==> src/rtl/obsidian_fetch.sv <==
// rtl/obsidian_fetch.sv - instruction fetch unit: PC, imem read issue, 2-entry buffer to decode
// Optional feature macro: OBSIDIAN_ALIGN_CHECK_EN (misaligned redirect target raises a
// sticky fetch_fault and halts issue until reset).
`timescale 1ns/1ps

module obsidian_fetch #(
    parameter int                ADDR_W   = 16,
    parameter logic [ADDR_W-1:0] RESET_PC = '0
) (
    input  logic              i_clk,
    input  logic              i_reset,
    output logic              o_imem_req,
    output logic [ADDR_W-1:0] o_imem_addr,
    input  logic [31:0]       i_imem_rdata,
    output logic [31:0]       o_instruction,
    output logic [ADDR_W-1:0] o_instr_pc,
    output logic              o_instr_valid,
    input  logic              i_instr_ready,
    input  logic              i_redirect,
    input  logic [ADDR_W-1:0] i_redirect_pc,
    output logic              o_fetch_fault
);

    // Fetch PC and the epoch that tags reads so stale returns can be recognised.
    logic [ADDR_W-1:0] r_pc;
    logic              r_epoch;

    // The single read that may be in flight (memory answers one cycle after the strobe).
    logic              r_out_valid;
    logic              r_out_epoch;
    logic [ADDR_W-1:0] r_out_pc;

    // Two-entry buffer of {pc, instruction}; head feeds decode.
    logic [31:0]       r_fifo_instr [2];
    logic [ADDR_W-1:0] r_fifo_pc    [2];
    logic              r_rd_ptr;
    logic              r_wr_ptr;
    logic [1:0]        r_count;

    logic              w_pop;
    logic              w_push;
    logic              w_issue;
    logic              w_halt;
    logic [1:0]        w_level;
    logic [ADDR_W-1:0] w_target;

    assign w_pop    = o_instr_valid & i_instr_ready;

    // Occupancy after this cycle's pop, plus the slot reserved by the read in flight.
    // Counting the pop lets a fully-ready decode stream one instruction per cycle.
    assign w_level  = r_count - {1'b0, w_pop} + {1'b0, r_out_valid};
    assign w_issue  = !i_reset && !i_redirect && !w_halt && (w_level < 2'd2);

    // A returning read is kept only if no redirect happened since it was issued.
    assign w_push   = r_out_valid && (r_out_epoch == r_epoch) && !i_redirect;

    // Word-aligned redirect target; the low bits never reach the PC.
    assign w_target = {i_redirect_pc[ADDR_W-1:2], 2'b00};

    assign o_imem_req    = w_issue;
    assign o_imem_addr   = r_pc;
    assign o_instr_valid = (r_count != 2'd0);
    assign o_instruction = r_fifo_instr[r_rd_ptr];
    assign o_instr_pc    = r_fifo_pc[r_rd_ptr];

    // PC, in-flight tracking and buffer update; redirect flushes everything but the
    // handshake already completing this cycle.
    always_ff @(posedge i_clk) begin
        if (i_reset) begin
            r_pc        <= RESET_PC;
            r_epoch     <= 1'b0;
            r_out_valid <= 1'b0;
            r_out_epoch <= 1'b0;
            r_out_pc    <= '0;
            r_rd_ptr    <= 1'b0;
            r_wr_ptr    <= 1'b0;
            r_count     <= 2'd0;
            for (int i = 0; i < 2; i++) begin
                r_fifo_instr[i] <= '0;
                r_fifo_pc[i]    <= '0;
            end
        end else begin
            r_out_valid <= w_issue;
            if (w_issue) begin
                r_out_pc    <= r_pc;
                r_out_epoch <= r_epoch;
                r_pc        <= r_pc + ADDR_W'(4);
            end
            if (i_redirect) begin
                r_pc     <= w_target;
                r_epoch  <= ~r_epoch;
                r_rd_ptr <= 1'b0;
                r_wr_ptr <= 1'b0;
                r_count  <= 2'd0;
            end else begin
                if (w_push) begin
                    r_fifo_instr[r_wr_ptr] <= i_imem_rdata;
                    r_fifo_pc[r_wr_ptr]    <= r_out_pc;
                    r_wr_ptr               <= ~r_wr_ptr;
                end
                if (w_pop) begin
                    r_rd_ptr <= ~r_rd_ptr;
                end
                r_count <= r_count + {1'b0, w_push} - {1'b0, w_pop};
            end
        end
    end

`ifdef OBSIDIAN_ALIGN_CHECK_EN
    logic r_fault;

    // Sticky fault on a misaligned redirect target; it also stops all further issue.
    always_ff @(posedge i_clk) begin
        if (i_reset) begin
            r_fault <= 1'b0;
        end else if (i_redirect && (i_redirect_pc[1:0] != 2'b00)) begin
            r_fault <= 1'b1;
        end
    end

    assign w_halt        = r_fault;
    assign o_fetch_fault = r_fault;
`else
    logic w_unused_pc_lsbs;

    assign w_unused_pc_lsbs = ^i_redirect_pc[1:0];
    assign w_halt           = 1'b0;
    assign o_fetch_fault    = 1'b0;
`endif

endmodule

==> config.mk <==
export PLATFORM = sky130hd
export DESIGN_NAME = obsidian_fetch
export DESIGN_NICKNAME = d
export VERILOG_FILES = /design/src/rtl/obsidian_fetch.sv
export SDC_FILE = /design/constraint.sdc
export NUM_CORES = 1
export LEC_CHECK = 0
export ABC_CLOCK_PERIOD_IN_PS = 6500
export BUFFER_PORTS_ARGS = -buffer_cell sky130_fd_sc_hd__buf_4
export CAP_MARGIN = 10
export CORE_UTILIZATION = 39
export DETAILED_ROUTE_END_ITERATION = 12
export PLACE_DENSITY = 0.58
export SYNTH_ARGS = -nofsm -noshare
export SYNTH_HDL_FRONTEND = slang
export SYNTH_SLANG_ARGS = --single-unit
export TNS_END_PERCENT = 30
==> constraint.sdc <==
create_clock -name i_clk -period 6.5 [get_ports i_clk]
set_clock_uncertainty 0.1 [all_clocks]
set_input_delay 0.975 -clock i_clk [delete_from_list [all_inputs] [get_ports i_clk]]
set_output_delay 0.975 -clock i_clk [all_outputs]
set_load 0.05 [all_outputs]
==> flow_summary_export.csv <==
group,metric,value,unit
worst_setup_path,arrival,2660,ps
layout,drive_above_1_share,0.342,
routing,wl,12200,µm
placed_design,io_buffers,111,
grt,grt_use_total,0.170,
synth,ys.warnings.count,0,
worst_setup_path,worstPathRequired,5420,ps
worst_setup_path,reg2reg_slack,3860,ps
timing,min_period,3740,ps
timing,worst_pin_slew,680,ps
worst_hold_path,hold_end,"r_out_pc[6]$_SDFFE_PP0P_",
timing,fin_ws,2760,ps
worst_setup_path,cp_cell_sequence,"or2_2 -> and2_1 -> ha_1 -> nor2b_1 -> xor2_2 -> buf_4 -> nor2_1 -> buf_4",
worst_setup_path,rr_worst_depth,8,
power,ir_worst_vdd,0.184,mV
synth,synth_cell_types,40,
worst_setup_path,r2r-start,"r_count[1]$_SDFF_PN0_",
timing,rsz0062_at_grt,"no",
worst_setup_path,path_common_cell,"buf_4",
synth,syn-instance-count,456,
layout,final_common_cell,"buf_4",
floorplan,die_w,123,µm
layout,fin_nets,619,
floorplan,pin_count,119,
clock_network,clk_latency,400,ps
clock_network,cts_setup_buffers,0,
timing,post-route-period-util,0.575,
routing,drt-pass1-iter-count,4,
clock_network,cts.clk_slew.worst_paths,50,ps
timing,setup_viol,0,
synth,syn_area,5730,µm²
worst_setup_path,slowest_delay,350,ps
routing,drt_iter0_markers,219,
clock_network,cts_inserted_buffers,17,
worst_hold_path,hold_class,"flop to flop",
clock_network,holdBufCountCts,0,
worst_setup_path,crit_type,"flop to output pin",
floorplan,core_area,14100,µm²
worst_setup_path,cpMaxStageDelayCell,"dfxtp_1",
worst_setup_path,critical_path.top_delay_family,"simple AND/OR/NAND/NOR gates",
clock_network,cts_num_sinks,128,
grt,grt_pass1_wl,19300,µm
clock_network,cts_tree,"yes",
routing,drc,0,
floorplan,rows,43,
worst_setup_path,cp-start-kind,"flop",
worst_setup_path,path_buf_inv,2,
job,max_cap_violations,0,
timing,whs,379,ps
floorplan,fp.dieH,123,µm
clock_network,htreeDepth,4,
worst_hold_path,min_path_cells,2,
synth,synth_edf_count,92,
grt,grt_antenna_before_repair,0,
clock_network,clock_path_buffers,2,
routing,post_drt_wl_per_cell,16.1,µm
power,total_power,0.00199,W
worst_setup_path,cp.depth,8,
grt,overflow,0,
clock_network,post_cts_resized,0,
floorplan,die_area,15200,µm²
layout,syn_to_final_growth,26.4,%
routing,route.antenna.remaining_nets,0,
clock_network,root_buffer,"clkbuf_16",
worst_setup_path,rr_endpoint,"o_imem_addr[9]$_SDFFE_PP0P_",
worst_setup_path,crit_fanout,41,
layout,diodes,0,
placed_design,pre_cts_ws,2780,ps
synth,synth-main-ff-cell,"edfxtp_1",
timing,fin_setup_tns,0,ps
placed_design,post-dp-hpwl,7200,µm
floorplan,initial_core_util,0.406,
timing,slew_headroom,0.547,
grt,grt_pass1_vias,3885,
worst_setup_path,cp-end-kind,"output pin",
timing,finalHoldViolCount,0,
synth,ys_ff_latch,128,
placed_design,gp_congestion,0.818,
timing,slew_viol_final,0,
power,power_density,275,nW/µm²
worst_hold_path,holdCritStartpoint,"r_out_pc[6]$_SDFFE_PP0P_",
synth,async_flop_share,0,
routing,num_vias,3844,
routing,viasPerCell,5.08,
grt,grt_max_degree,49,
status,status,"complete, no violations",
synth,syn-mean-instance-area,12.6,µm²
layout,layout_common_cells,"120 x buf_4, 95 x and2_1, 92 x edfxtp_1",
power,leakage,2.84,nW
synth,synth-seq-area-share,0.608,
timing,clock.fmax,0.268,GHz
kinds of logic after synthesis:
logic type / Yosys count / synth area share
and+or+nand+nor: 166 / 0.172
buffers and inverters: 40 / 0.0337
xor gates and xnor gates: 9 / 0.0164
muxes: 46 / 0.0905
DFF: 128 / 0.608
other: 1 / 0.000655
AOI/OAI and AO/OA: 62 / 0.0702
adders and majority gates: 4 / 0.00874
report_power, final:
part / switching [W] / internal [W] / total (W)
Sequential: 0.0000180 / 0.000911 / 0.000929
Clock: 0.000305 / 0.000527 / 0.000832
Combinational: 0.000154 / 0.0000765 / 0.000230
cells in the mapped netlist, types with 2 or more instances:
| library cell | number | area, µm² |
|---|---|---|
| buf_4 | 6 | 45.0 |
| nand4_1 | 4 | 25.0 |
| buf_6 | 2 | 22.5 |
| edfxtp_1 | 92 | 2760 |
| and2_1 | 95 | 594 |
| a21oi_1 | 17 | 85.1 |
| dfxtp_1 | 36 | 721 |
| inv_1 | 3 | 11.3 |
| xnor2_1 | 5 | 43.8 |
| nand2_1 | 15 | 56.3 |
| buf_2 | 4 | 20.0 |
| or4_1 | 9 | 67.6 |
| mux2_2 | 46 | 518 |
| o21ai_0 | 15 | 75.1 |
| xor2_1 | 2 | 17.5 |
| nand3_1 | 21 | 105 |
| nor2b_1 | 2 | 12.5 |
| clkbuf_1 | 24 | 90.1 |
| ha_1 | 4 | 50.1 |
| xor2_2 | 2 | 32.5 |
| and4_1 | 4 | 35.0 |
| o311ai_0 | 9 | 78.8 |
| o311ai_1 | 2 | 17.5 |
| a31oi_1 | 11 | 68.8 |
| nor2_1 | 11 | 41.3 |
sequential cells by signal, summed over array words and instances, names as in the netlist, named ones only:
register,flops
r_out_valid,1
r_wr_ptr,1
r_count,2
r_epoch,1
o_imem_addr,14
r_fifo_pc,28
r_out_pc,14
r_rd_ptr,1
r_fifo_instr,64
r_out_epoch,1
cell type report:
class / count / area (µm²)
fill: 1268 / 6860
sequential: 128 / 3480
multi-input combinational: 292 / 2090
timing repair buffer: 120 / 901
clock buffer: 31 / 518
tap: 180 / 225
inverter: 4 / 15.0
clock inverter: 1 / 3.75
worst reg2reg max path: stages (launching register included):
cell and delay (ps):
dfxtp_1 350, or2_2 310, and2_1 210, ha_1 290, nor2b_1 250, xor2_2 90, buf_4 250, or4b_1 540
a31oi_1 170
through the flow:
step                       util  std cells  instance area (µm²)
final                     0.513        756                 7240
after global placement    0.476        724                 6720
after global routing      0.513        756                 7240
after floorplan               -        460                 5740
after detailed placement  0.476        724                 6720
after CTS                 0.513        756                 7240
worst max-delay path by stage:
stage,from,end,slack [ps]
3_5_place_dp,i_instr_ready,o_imem_req,2780
5_1_grt,r_count[1]$_SDFF_PN0_,o_imem_req,2570
2_1_floorplan,i_redirect,r_fifo_instr[0][0]$_SDFFCE_PN0P_,2380
3_3_place_gp,i_instr_ready,o_imem_req,2820
6_report,r_count[1]$_SDFF_PN0_,o_imem_req,2760
4_1_cts,r_count[1]$_SDFF_PN0_,o_imem_req,2730
layer usage:
metal,share of wire,routed length [µm],GRT usage,vias up
met5,0,0,0,-
li1,-,-,-,1873
met4,0.0089,108,0.0745,0
met1,0.45,5460,0.206,1836
met2,0.48,5870,0.287,127
met3,0.061,743,0.0401,8
Note: power is estimated with default switching activity, not from simulation.
